File: config.mk
export PLATFORM = sky130hd
export DESIGN_NAME = instr_fetch
export DESIGN_NICKNAME = d
export VERILOG_FILES = /design/src/rtl/instr_fetch.sv
export SDC_FILE = /design/constraint.sdc
export NUM_CORES = 1
export LEC_CHECK = 0
export ABC_AREA = 1
export ABC_CLOCK_PERIOD_IN_PS = 2000
export BUFFER_PORTS_ARGS = -buffer_cell sky130_fd_sc_hd__clkbuf_2
export CORE_AREA = 3 3 88 152
export CTS_CLUSTER_DIAMETER = 200
export CTS_CLUSTER_SIZE = 28
export DETAILED_ROUTE_END_ITERATION = 10
export DIE_AREA = 0 0 91 155
export MAX_ROUTING_LAYER = met4
export PLACE_DENSITY = 0.6
export SLEW_MARGIN = 15
export SYNTH_ARGS = -nofsm -noshare
export SYNTH_HDL_FRONTEND = slang
export SYNTH_SLANG_ARGS = --single-unit
File: constraint.sdc
create_clock -name clk -period 2 [get_ports clk]
set_clock_uncertainty 0.15 [all_clocks]
set_input_delay 0.2 -clock clk [delete_from_list [all_inputs] [get_ports clk]]
set_output_delay 0.2 -clock clk [all_outputs]
set_load 0.01 [all_outputs]
File: src/rtl/instr_fetch.sv
// Instruction-fetch sequencer sitting between the program counter and
// instruction memory. Issues one read at a time, holds the returned word
// for decode, and pulses the PC increment once per consumed instruction.
module instr_fetch #(
   parameter int WAIT_LIMIT = 64
) (
   input  logic        clk,
   input  logic        clr,
   input  logic        en,
   input  logic [31:0] pc_val,
   input  logic        flush,
   output logic        mem_read,
   output logic [31:0] mem_addr,
   input  logic        mem_busy,
   input  logic        mem_rvalid,
   input  logic [31:0] mem_rdata,
   output logic [31:0] instr,
   output logic [31:0] instr_pc,
   output logic        instr_valid,
   input  logic        instr_ready,
   output logic        pc_inc,
   output logic        misaligned,
   output logic        timeout
);

   localparam logic [2:0] IDLE  = 3'd0;
   localparam logic [2:0] REQ   = 3'd1;
   localparam logic [2:0] WAIT  = 3'd2;
   localparam logic [2:0] HOLD  = 3'd3;
   localparam logic [2:0] DRAIN = 3'd4;

   // Counter wide enough to hold WAIT_LIMIT-1 even when WAIT_LIMIT is 1.
   localparam int         CW      = $clog2(WAIT_LIMIT) + 1;
   localparam logic [CW-1:0] CNT_LAST = CW'(WAIT_LIMIT - 1);

   logic [2:0]    state;
   logic [CW-1:0] wait_cnt;

   // mem_addr doubles as the latched request address; it only changes
   // when IDLE accepts a new PC, so it is constant across REQ/WAIT/HOLD.
   assign mem_read    = (state == REQ);
   assign instr_valid = (state == HOLD);

   // Main sequencer: one outstanding request, sticky fault flags, and a
   // one-cycle pc_inc pulse that also serves as the guard keeping IDLE
   // from sampling pc_val before the PC has applied the increment.
   always_ff @(posedge clk) begin
      if (!clr) begin
         state      <= IDLE;
         wait_cnt   <= '0;
         mem_addr   <= '0;
         instr      <= '0;
         instr_pc   <= '0;
         pc_inc     <= 1'b0;
         misaligned <= 1'b0;
         timeout    <= 1'b0;
      end else begin
         pc_inc <= 1'b0;
         case (state)
            IDLE: begin
               if (en && !flush && !pc_inc && !misaligned) begin
                  if (pc_val[1:0] != 2'b00) begin
                     misaligned <= 1'b1;
                  end else begin
                     mem_addr <= pc_val;
                     state    <= REQ;
                  end
               end
            end
            REQ: begin
               if (!mem_busy) begin
                  wait_cnt <= '0;
                  state    <= flush ? DRAIN : WAIT;
               end else if (flush) begin
                  state <= IDLE;
               end
            end
            WAIT: begin
               if (mem_rvalid) begin
                  if (!flush) begin
                     instr    <= mem_rdata;
                     instr_pc <= mem_addr;
                     state    <= HOLD;
                  end else begin
                     state <= IDLE;
                  end
               end else if (wait_cnt == CNT_LAST) begin
                  timeout <= 1'b1;
                  state   <= IDLE;
               end else begin
                  wait_cnt <= wait_cnt + CW'(1);
                  if (flush) begin
                     state <= DRAIN;
                  end
               end
            end
            DRAIN: begin
               if (mem_rvalid) begin
                  state <= IDLE;
               end else if (wait_cnt == CNT_LAST) begin
                  timeout <= 1'b1;
                  state   <= IDLE;
               end else begin
                  wait_cnt <= wait_cnt + CW'(1);
               end
            end
            HOLD: begin
               if (flush) begin
                  state <= IDLE;
               end else if (instr_ready) begin
                  pc_inc <= 1'b1;
                  state  <= IDLE;
               end
            end
            default: begin
               state <= IDLE;
            end
         endcase
      end
   end

endmodule

==> summary.txt, run 1 <==
Leftover overflow at the end of global routing: 0
Capture endpoint of the worst hold path: misaligned
Internal power: 3.99 mW
Cell at the slowest stage of the critical path: sky130_fd_sc_hd__dfxtp_1
Worst setup path class: reg -> reg
Source of the worst register-to-register timing path: wait_cnt[0]
Post-synth top flop: sky130_fd_sc_hd__dfxtp_1
DRT Wirelength: 12800 um
Synthesis warning total: 0
Number of top-level pins: 172
Weighted congestion at the end of routability-driven global placement: 0.835
Effective utilization at floorplan: 33.9%
Hold Path Cell Cnt: 5
Power per cell area: 957 nW/um^2
Half-perimeter wire length after detailed placement: 8740 um
Endpoints failing hold: 0
Reg-to-reg critical path endpoint: state[2]
Vias/cell: 4.61
Total negative setup slack: 0 ns
Total clock buffers created by CTS: 9
Initial drt markers: 149
Peak supply drop: 426 uV
Cell row count: 53
Rel. slew slack: 68.0%
Comb power frac: 24.7%
Vert. Die Dim: 155 um
Main combinational cell family by area after synthesis: simple AND/OR/NAND/NOR gates
Total Routing Usage GR: 18.5%
Average wire length per cell after detail routing: 13.6 um
TritonCTS sink count: 109
Antenna violation net count after detailed routing: 0
Ratio of cells with drive above 1 in the final layout: 26.9%
H-Tree Level Count: 3
Synthesized-area fraction occupied by ao, oa, aoi and oai cells: 12.8%
Xor/xnor cell area share of the yosys netlist: 0.212%
Post-Synthesis Cell Area: 4140 sq um
Clock group share of total power: 32.1%
FFs w/ async S/R, synth: 0%
Number of buffer cells added on primary ports: 171
Max Slew Vio Count: 0
Worst-skew pair later-pin latency: 0.34 ns
Number of setup violations in the final report: 0
Pin slew with the least headroom to its limit: 0.481 ns
Post-route DRC: 0
Max frequency: 569 MHz
Clk slew on worst S/H paths: 0.07 ns
Required time at the endpoint of the critical path: 2.08 ns
Total placed cells including tap cells: 862
Count of hold buffers inserted by post-cts repair: 63
Clock tree from TritonCTS: done
Leakage power of the design: 3.01 nW
Chain of cells forming the critical path: ha_1, nand2_1, nor2_1, nand2_1, nand3_1, inv_1, nor2_1, nand3_1, nand2_1, nor2_1
Total Power: 5.83 mW
Most frequent cells in the layout: sky130_fd_sc_hd__nor2_1, sky130_fd_sc_hd__clkbuf_2, sky130_fd_sc_hd__dfxtp_1, sky130_fd_sc_hd__o21ai_0, sky130_fd_sc_hd__dlygate4sd3_1
Arrival time at the worst endpoint: 1.84 ns
Type of the tightest min-delay check: in -> reg
Largest delay share family, worst path: simple AND/OR/NAND/NOR gates
Total Nets Final: 843
Mean cell area of the mapped netlist: 7.52 sq um
Outcome: complete, no violations
Kind of start point of the critical path: flip-flop
Count of unique library cells instantiated by Yosys: 26
Post-synthesis sequential element count: 109
Area enclosed by the die boundary: 14100 sq um
Peak per-stage delay on the critical path: 0.39 ns
Number of cells upsized or downsized after cts: 0
Area share of fa/ha/maj cells after synthesis: 0.303%
Crit share post-route: 87.9%
Detailed-router iteration count before antenna repair: 4
Final Critical Period: 1.76 ns
Number of maximum-capacitance violations: 0
Sw Ratio: 31.5%
Setup repair after global routing missed its margin: no
Number of setup buffers added after CTS: 0
Portion of netlist area occupied by mux cells: 0%
Number of buffers between clock root and the deepest sink: 2
Simple-Gate Fraction of Synth Area: 27.8%
Number of non-filler instances in the completed layout: 941
Pin count of the biggest net entering global routing: 67
Power spent charging and discharging nets: 1.84 mW
Post-synthesis to final-layout area growth: 47.2%
Worst Reg-to-Reg Cells: 10
Initial antenna violation count: 0
Worst setup EP type: flip-flop
Buffers plus inverters on the worst setup path: 1
Most common cell after layout, fill and taps aside: sky130_fd_sc_hd__nor2_1
Clock tree root buffer cell: sky130_fd_sc_hd__clkbuf_16
Antenna Diode Count: 0
Register-to-register setup slack: 0.24 ns
First-pass GRT wire length: 20500 um
Via count of the first global-routing pass: 4298
Crit Path Max Fanout: 4
Placeable core region: 12200 sq um
Worst Hold Launch: pc_val[1]
Number of instances in the synthesized netlist: 550
Reg power frac: 43.2%
Final core utilization: 49.9%
Post-synth EDFFs: 0
Sequential share of the synthesized area: 52.8%
Die Wd: 91 um
Count of vias placed by the detailed router: 4335
Number of nets produced by synthesis: 622
[flip-flops by register name, indices dropped and copies added (netlist names)]
register / count
misaligned: 1
instr: 32
wait_cnt: 7
pc_inc: 1
timeout: 1
mem_addr: 32
state: 3
instr_pc: 32
[worst max-delay path by stage]
stage	end	start	depth (start not counted)
after floorplan	state[1]	wait_cnt[0]	10
after global placement	instr[13]	state[1]	6
after detailed placement	state[2]	wait_cnt[0]	10
after CTS	state[2]	wait_cnt[0]	10
after global routing	state[2]	wait_cnt[0]	10
final	state[2]	wait_cnt[0]	10
[worst min-delay path: stages]
cell and delay [ns]:
sky130_fd_sc_hd__clkbuf_2 0.08, sky130_fd_sc_hd__nor2_1 0.06, sky130_fd_sc_hd__nor2_1 0.10, sky130_fd_sc_hd__a21oi_1 0.06
sky130_fd_sc_hd__nor2_1 0.07
[final cells by class]
class                      instances  area [sq um]
clock inverter                     5          63.8
clock buffer                      11           253
timing repair buffer             241          1600
inverter                          21          78.8
multi-input combinational        389          1700
sequential                       109          2180
fill                            1231          6120
tap                              165           206
[routing by layer]
| layer | routed length [um] | vias to the layer above | part of all wire, % | global-route usage, % |
|---|---|---|---|---|
| met5 | 0 | - | 0 | - |
| met4 | 454 | 0 | 3.6 | 9.21 |
| met2 | 6990 | 133 | 55 | 34.1 |
| met1 | 4900 | 1977 | 38 | 18.6 |
| li1 | - | 2192 | - | - |
| met3 | 411 | 33 | 3.2 | 3.14 |
[through the flow]
step           worst slack (ns)  hold WS (ns)  cell area [sq um]
2_1_floorplan             0.458         0.185               4140
3_3_place_gp              0.341         0.274               5140
3_5_place_dp              0.277         0.284               5140
5_1_grt                  0.0492         0.117               6090
6_report                  0.242         0.117               6090
4_1_cts                   0.256         0.109               6090
[cells by family (layout without fill, tap and decap cells)]
| logic type | Yosys count | in the layout |
|---|---|---|
| buffers and inverters | 52 | 278 |
| AOI/OAI and AO/OA | 105 | 105 |
| xor gates and xnor gates | 1 | 1 |
| adders and majority gates | 1 | 1 |
| DFF | 109 | 109 |
| and+or+nand+nor | 282 | 282 |
[cells in the mapped netlist, types with 5 or more instances]
master                     instances  area (sq um)
sky130_fd_sc_hd__inv_1            16          60.1
sky130_fd_sc_hd__nand3_1          18          90.1
sky130_fd_sc_hd__inv_2             5          18.8
sky130_fd_sc_hd__o21ai_1          20           100
sky130_fd_sc_hd__o21ai_0          76           380
sky130_fd_sc_hd__a21oi_1           7          35.0
sky130_fd_sc_hd__buf_2            10          50.1
sky130_fd_sc_hd__nand2_1          31           116
sky130_fd_sc_hd__dfxtp_1         109          2180
sky130_fd_sc_hd__nor2_1          219           822
sky130_fd_sc_hd__clkbuf_1         14          52.6
sky130_fd_sc_hd__buf_6             6          67.6
[power groups by stage]
stage | combinational, mW | clock, mW | sequential (mW)
finish | 1.44 | 1.87 | 2.52
detailed placement | 1.35 | 0 | 2.56
floorplan | 0.876 | 0 | 2.61
CTS | 1.45 | 1.93 | 2.52
global placement | 1.32 | 0 | 2.55
global route | 1.62 | 2.02 | 2.54
(Power assumes the default switching activity.)
==> inputs of run 2 (changes only) <==
Settings changed: CTS_BUF_LIST set to sky130_fd_sc_hd__clkbuf_16.
==> summary.txt, run 2 (synthesis results as in run 1) <==
Type of the tightest min-delay check: in -> reg
Pin count of the biggest net entering global routing: 67 (unchanged)
Number of buffer cells added on primary ports: 171 (unchanged)
Total Nets Final: 843 (unchanged)
Effective utilization at floorplan: 33.9% (unchanged)
Ratio of cells with drive above 1 in the final layout: 26.7% (-0.26 points)
Half-perimeter wire length after detailed placement: 8740 um (unchanged)
Source of the worst register-to-register timing path: wait_cnt[0]
Clock group share of total power: 31.1% (-1.0 points)
Capture endpoint of the worst hold path: misaligned
Max Slew Vio Count: 0 (unchanged)
Reg-to-reg critical path endpoint: state[2]
Number of top-level pins: 172 (unchanged)
Detailed-router iteration count before antenna repair: 4 (unchanged)
Required time at the endpoint of the critical path: 2.09 ns (about the same)
Via count of the first global-routing pass: 4305 (+0.16%)
Number of cells upsized or downsized after cts: 0 (unchanged)
Peak supply drop: 425 uV (about the same)
Initial antenna violation count: 0 (unchanged)
Total clock buffers created by CTS: 9 (unchanged)
Hold Path Cell Cnt: 5 (unchanged)
Power spent charging and discharging nets: 1.83 mW (-0.13%)
Arrival time at the worst endpoint: 1.85 ns (about the same)
Cell at the slowest stage of the critical path: sky130_fd_sc_hd__dfxtp_1
Internal power: 3.91 mW (-1.9%)
Sequential cell area: 2180 sq um (unchanged)
TritonCTS sink count: 109 (unchanged)
H-Tree Level Count: 3 (unchanged)
Most common cell after layout, fill and taps aside: sky130_fd_sc_hd__nor2_1
Worst setup EP type: flip-flop
Clock tree from TritonCTS: done
Die Wd: 91 um (unchanged)
Worst slack, placed: 0.277 ns (unchanged)
Average wire length per cell after detail routing: 13.6 um (about the same)
Total negative setup slack: 0 ns (unchanged)
Number of setup buffers added after CTS: 0 (unchanged)
Max frequency: 569 MHz (+0.13%)
Crit share post-route: 87.8% (-0.12 points)
Leakage power of the design: 3.00 nW (-0.37%)
Fill count: 1231 (unchanged)
Area enclosed by the die boundary: 14100 sq um (unchanged)
Weighted congestion at the end of routability-driven global placement: 0.835 (unchanged)
Initial drt markers: 165 (+11%)
Chain of cells forming the critical path: ha_1, nand2_1, nor2_1, nand2_1, nand3_1, inv_1, nor2_1, nand3_1, nand2_1, nor2_1
Final core utilization: 49.7% (-0.16 points)
Endpoints failing hold: 0 (unchanged)
Multi-input combinational cell area: 1700 sq um (unchanged)
Count of vias placed by the detailed router: 4362 (+0.62%)
Number of maximum-capacitance violations: 0 (unchanged)
Worst Hold Launch: pc_val[1]
First-pass GRT wire length: 20500 um (+0.20%)
Register-to-register setup slack: 0.24 ns (about the same)
Sw Ratio: 31.9% (+0.39 points)
Reg power frac: 43.8% (+0.6 points)
DRT Wirelength: 12800 um (about the same)
Final setup slack of the worst path: 0.244 ns (+0.00231 ns)
Leftover overflow at the end of global routing: 0 (unchanged)
Clk slew on worst S/H paths: 0.07 ns (about the same)
Number of buffers between clock root and the deepest sink: 2 (unchanged)
Vert. Die Dim: 155 um (unchanged)
Start point of the critical path: wait_cnt[0]
Comb power frac: 25.0% (+0.3 points)
Worst Reg-to-Reg Cells: 10 (unchanged)
Crit Path Max Fanout: 4 (unchanged)
Antenna Diode Count: 0 (unchanged)
Rel. slew slack: 67.9% (about the same)
Total Routing Usage GR: 18.5% (+0.035 points)
Count of hold buffers inserted by post-cts repair: 63 (unchanged)
Pin slew with the least headroom to its limit: 0.482 ns (+0.00100 ns)
Antenna violation net count after detailed routing: 0 (unchanged)
Post-route DRC: 0 (unchanged)
Registers with the most flip-flops: instr x32, instr_pc x32, mem_addr x32
Cell row count: 53 (unchanged)
Most frequent cells in the layout: sky130_fd_sc_hd__nor2_1, sky130_fd_sc_hd__clkbuf_2, sky130_fd_sc_hd__dfxtp_1, sky130_fd_sc_hd__o21ai_0, sky130_fd_sc_hd__dlygate4sd3_1
Setup repair after global routing missed its margin: no
Clock tree root buffer cell: sky130_fd_sc_hd__clkbuf_16
Post-synthesis to final-layout area growth: 46.7%
Number of setup violations in the final report: 0 (unchanged)
Outcome: complete, no violations
Final Critical Period: 1.76 ns (-0.00231 ns)
Placeable core region: 12200 sq um (unchanged)
Worst setup path class: reg -> reg
Power per cell area: 947 nW/um^2 (-1.0%)
Vias/cell: 4.64 (+0.62%)
Worst-skew pair later-pin latency: 0.34 ns (about the same)
Peak per-stage delay on the critical path: 0.39 ns (about the same)
Kind of start point of the critical path: flip-flop
==> run 2: worst max-delay path by stage <==
stage	to	depth (start not counted)
global placement	instr[13]	6
global route	state[2]	10
CTS	state[2]	10
detailed placement	state[2]	10
finish	state[2]	10
floorplan	state[1]	10
==> run 2: metrics by stage <==
| step | power (mW) | hold slack [ns] | std cells | cell area (sq um) |
|---|---|---|---|---|
| finish | 5.75 | 0.115 | 941 | 6070 |
| global route | 6.09 | 0.120 | 941 | 6070 |
| CTS | 5.81 | 0.104 | 941 | 6070 |
| detailed placement | 3.92 | 0.284 | 862 | 5140 |
| global placement | 3.87 | 0.274 | 862 | 5140 |
| floorplan | 3.49 | 0.185 | 550 | 4140 |
==> run 2: routing by layer <==
metal	share of wire, %	wire length, um	track usage (%)
met1	38	4830	18.7
met2	55	7030	34.2
met5	0	0	-
met4	3.5	446	10.1
met3	3.5	453	2.52
==> run 2: final cells by class <==
type,instances,share of cell area (%)
Timing Repair Buffer,241,26.4
Sequential cell,109,36.0
Inverter,21,1.30
Tap cell,165,3.40
Clock buffer,9,3.71
Clock inverter,7,1.18
Multi-Input combinational cell,389,28.0
==> run 2: worst max-delay path, delay by kind of cell, from the launching register on <==
| kind | cells | cell delay [ns] |
|---|---|---|
| simple gates | 8 | 0.85 |
| flops | 1 | 0.39 |
| fa+ha+maj | 1 | 0.23 |
| buf+inv | 1 | 0.05 |
==> run 2: power groups by stage <==
stage	combinational [mW]	clock, mW	sequential [mW]
3_5_place_dp	1.35	0	2.56
3_3_place_gp	1.32	0	2.55
4_1_cts	1.45	1.84	2.52
5_1_grt	1.62	1.93	2.54
2_1_floorplan	0.876	0	2.61
6_report	1.44	1.79	2.52
==> inputs of run 3 (changes only) <==
Settings changed: ABC_CLOCK_PERIOD_IN_PS 2000 to 1810, CORE_AREA 3 3 88 152 to 3 3 75 129, DIE_AREA 0 0 91 155 to 0 0 78 132, PLACE_DENSITY 0.6 to 0.79.
Clock period 2 ns to 1.81 ns, I/O delays scaled along.
==> summary.txt, run 3 (synthesis results as in run 1) <==
Vert. Die Dim: 132 um (-15%)
Setup repair after global routing missed its margin: no
Antenna violation net count after detailed routing: 0 (unchanged)
Endpoints failing hold: 0 (unchanged)
Placeable core region: 8780 sq um (-28%)
Arrival time at the worst endpoint: 1.76 ns (-0.09 ns)
Count of vias placed by the detailed router: 4582 (+5.0%)
Initial drt markers: 248 (+50%)
Start point of the critical path: state[1]
Crit share post-route: 92.8% (+5.0 points)
Most frequent cells in the layout: sky130_fd_sc_hd__nor2_1, sky130_fd_sc_hd__clkbuf_2, sky130_fd_sc_hd__dfxtp_1, sky130_fd_sc_hd__o21ai_0, sky130_fd_sc_hd__dlygate4sd3_1
Total Nets Final: 846 (+0.36%)
Buffers plus inverters on the worst setup path: 2 (+1)
Effective utilization at floorplan: 47.1% (+13 points)
Weighted congestion at the end of routability-driven global placement: 0.920 (+10%)
Clock tree root buffer cell: sky130_fd_sc_hd__clkbuf_16
Type of the tightest min-delay check: in -> reg
Leftover overflow at the end of global routing: 0 (unchanged)
Final Critical Period: 1.68 ns (-0.0759 ns)
Non-Filler Cell Area, Final: 6010 sq um (-0.95%)
Worst setup EP type: flip-flop
Worst slack, placed: 0.0747 ns (-0.202 ns)
Total Power: 6.32 mW (+10%)
TritonCTS sink count: 109 (unchanged)
Registers with the most flip-flops: instr x32, instr_pc x32, mem_addr x32
Total Routing Usage GR: 25.9% (+7.4 points)
Final core utilization: 68.4% (+19 points)
First-pass GRT wire length: 20800 um (+1.4%)
Instance area after placement: 5060 sq um (-1.5%)
Total clock buffers created by CTS: 9 (unchanged)
Cell at the slowest stage of the critical path: sky130_fd_sc_hd__dfxtp_1
Rel. slew slack: 74.9% (+7.0 points)
Most common cell after layout, fill and taps aside: sky130_fd_sc_hd__nor2_1
Peak supply drop: 645 uV (+52%)
Post-route DRC: 0 (unchanged)
Detailed-router iteration count before antenna repair: 5 (+1)
Clock group share of total power: 30.5% (-0.6 points)
Largest delay share family, worst path: simple AND/OR/NAND/NOR gates
Final setup slack of the worst path: 0.130 ns (-0.114 ns)
Reg power frac: 44.1% (+0.3 points)
Initial antenna violation count: 0 (unchanged)
Number of non-filler instances in the completed layout: 897 (-4.7%)
Number of buffer cells added on primary ports: 171 (unchanged)
Die Wd: 78 um (-14%)
Via count of the first global-routing pass: 4426 (+2.8%)
Total placed cells including tap cells: 817 (-5.2%)
Total negative setup slack: 0 ns (unchanged)
Number of top-level pins: 172 (unchanged)
Ratio of cells with drive above 1 in the final layout: 27.3% (+0.67 points)
Worst Hold Launch: mem_rvalid
Half-perimeter wire length after detailed placement: 8130 um (-7.0%)
Internal power: 4.32 mW (+10%)
Worst setup path class: reg -> reg
DRT Wirelength: 12900 um (+1.0%)
Crit Path Max Fanout: 37 (+33)
Comb power frac: 25.5% (+0.5 points)
Area enclosed by the die boundary: 10300 sq um (-27%)
Kind of start point of the critical path: flip-flop
Number of setup violations in the final report: 0 (unchanged)
Pin slew with the least headroom to its limit: 0.376 ns (-0.106 ns)
Number of setup buffers added after CTS: 0 (unchanged)
Max Slew Vio Count: 0 (unchanged)
Most frequent cell on the critical path: sky130_fd_sc_hd__nor2_1
Power per cell area: 1050 nW/um^2 (+11%)
Vias/cell: 5.11 (+10%)
Power spent charging and discharging nets: 2.00 mW (+9.3%)
Clock tree from TritonCTS: done
Worst-skew pair later-pin latency: 0.34 ns (about the same)
Post-synthesis to final-layout area growth: 45.3%
H-Tree Level Count: 3 (unchanged)
Required time at the endpoint of the critical path: 1.89 ns (-0.20 ns)
Tightest hold margin: 0.0786 ns (-0.0363 ns)
Average wire length per cell after detail routing: 14.4 um (+6.0%)
Pin count of the biggest net entering global routing: 50 (-25%)
Number of buffers between clock root and the deepest sink: 2 (unchanged)
Sw Ratio: 31.7% (-0.22 points)
Source of the worst register-to-register timing path: state[1]
Max frequency: 595 MHz (+4.5%)
Outcome: complete, no violations
Peak per-stage delay on the critical path: 0.44 ns (+0.05 ns)
Cell row count: 45 (-15%)
Leakage power of the design: 2.99 nW (-0.21%)
Clk slew on worst S/H paths: 0.07 ns (about the same)
Chain of cells forming the critical path: nand3_4, nor3_4, inv_2, buf_4, nor2_1, nor2_1
Number of maximum-capacitance violations: 0 (unchanged)
==> run 3: cell types whose count changed in the layout (fill, tap and decap cells not counted), sizes merged <==
cell / delta
buf: +3
inv: -3
clkinv: +2
clkinvlp: +1
diode: +1
==> run 3: layer usage <==
metal	track usage, %	vias up	share of wire, %
met4	17.5	0	5.0
li1	-	2202	-
met1	27.6	2110	36
met5	-	-	0
met2	43.9	219	53
met3	3.42	51	5.3
==> run 3: area by class of cell <==
cell class              instances  area (sq um)
diodes                          1          2.50
clock buffers                   9           225
clock inverters                 7          66.3
fillers                       736          2780
inverters                      21          78.8
multi-input cells             389          1710
flip-flops and latches        109          2180
well taps                     117           146
repair buffers                244          1590
==> run 3: worst paths after layout <==
| check | end | slack, ns | cells past startpoint |
|---|---|---|---|
| worst min register to register | wait_cnt[6] | 0.31 | 2 |
| worst max-delay path | instr[24] | 0.13 | 6 |
| worst min-delay path | timeout | 0.08 | 3 |
| worst max register to register | instr[24] | 0.13 | 6 |
==> run 3: repair_timing <==
item                                   4_1_cts  5_1_grt
resized for setup                            0        6
setup endpoints to repair                    0       21
endpoints found under the hold margin       63        0
hold buffers                                63        0
==> run 3: worst reg2reg max path, stage by stage, from the launching register on <==
cell and delay, ns:
sky130_fd_sc_hd__dfxtp_1 0.44, sky130_fd_sc_hd__nand3_4 0.14, sky130_fd_sc_hd__nor3_4 0.28, sky130_fd_sc_hd__inv_2 0.06
sky130_fd_sc_hd__buf_4 0.25, sky130_fd_sc_hd__nor2_1 0.18, sky130_fd_sc_hd__nor2_1 0.07
==> run 3: power groups by stage <==
| stage | Sequential (mW) | Clock (mW) | Combinational [mW] |
|---|---|---|---|
| global placement | 2.82 | 0 | 1.41 |
| detailed placement | 2.83 | 0 | 1.45 |
| global route | 2.81 | 2.03 | 1.82 |
| finish | 2.79 | 1.93 | 1.61 |
| floorplan | 2.89 | 0 | 0.968 |
| CTS | 2.78 | 1.96 | 1.56 |
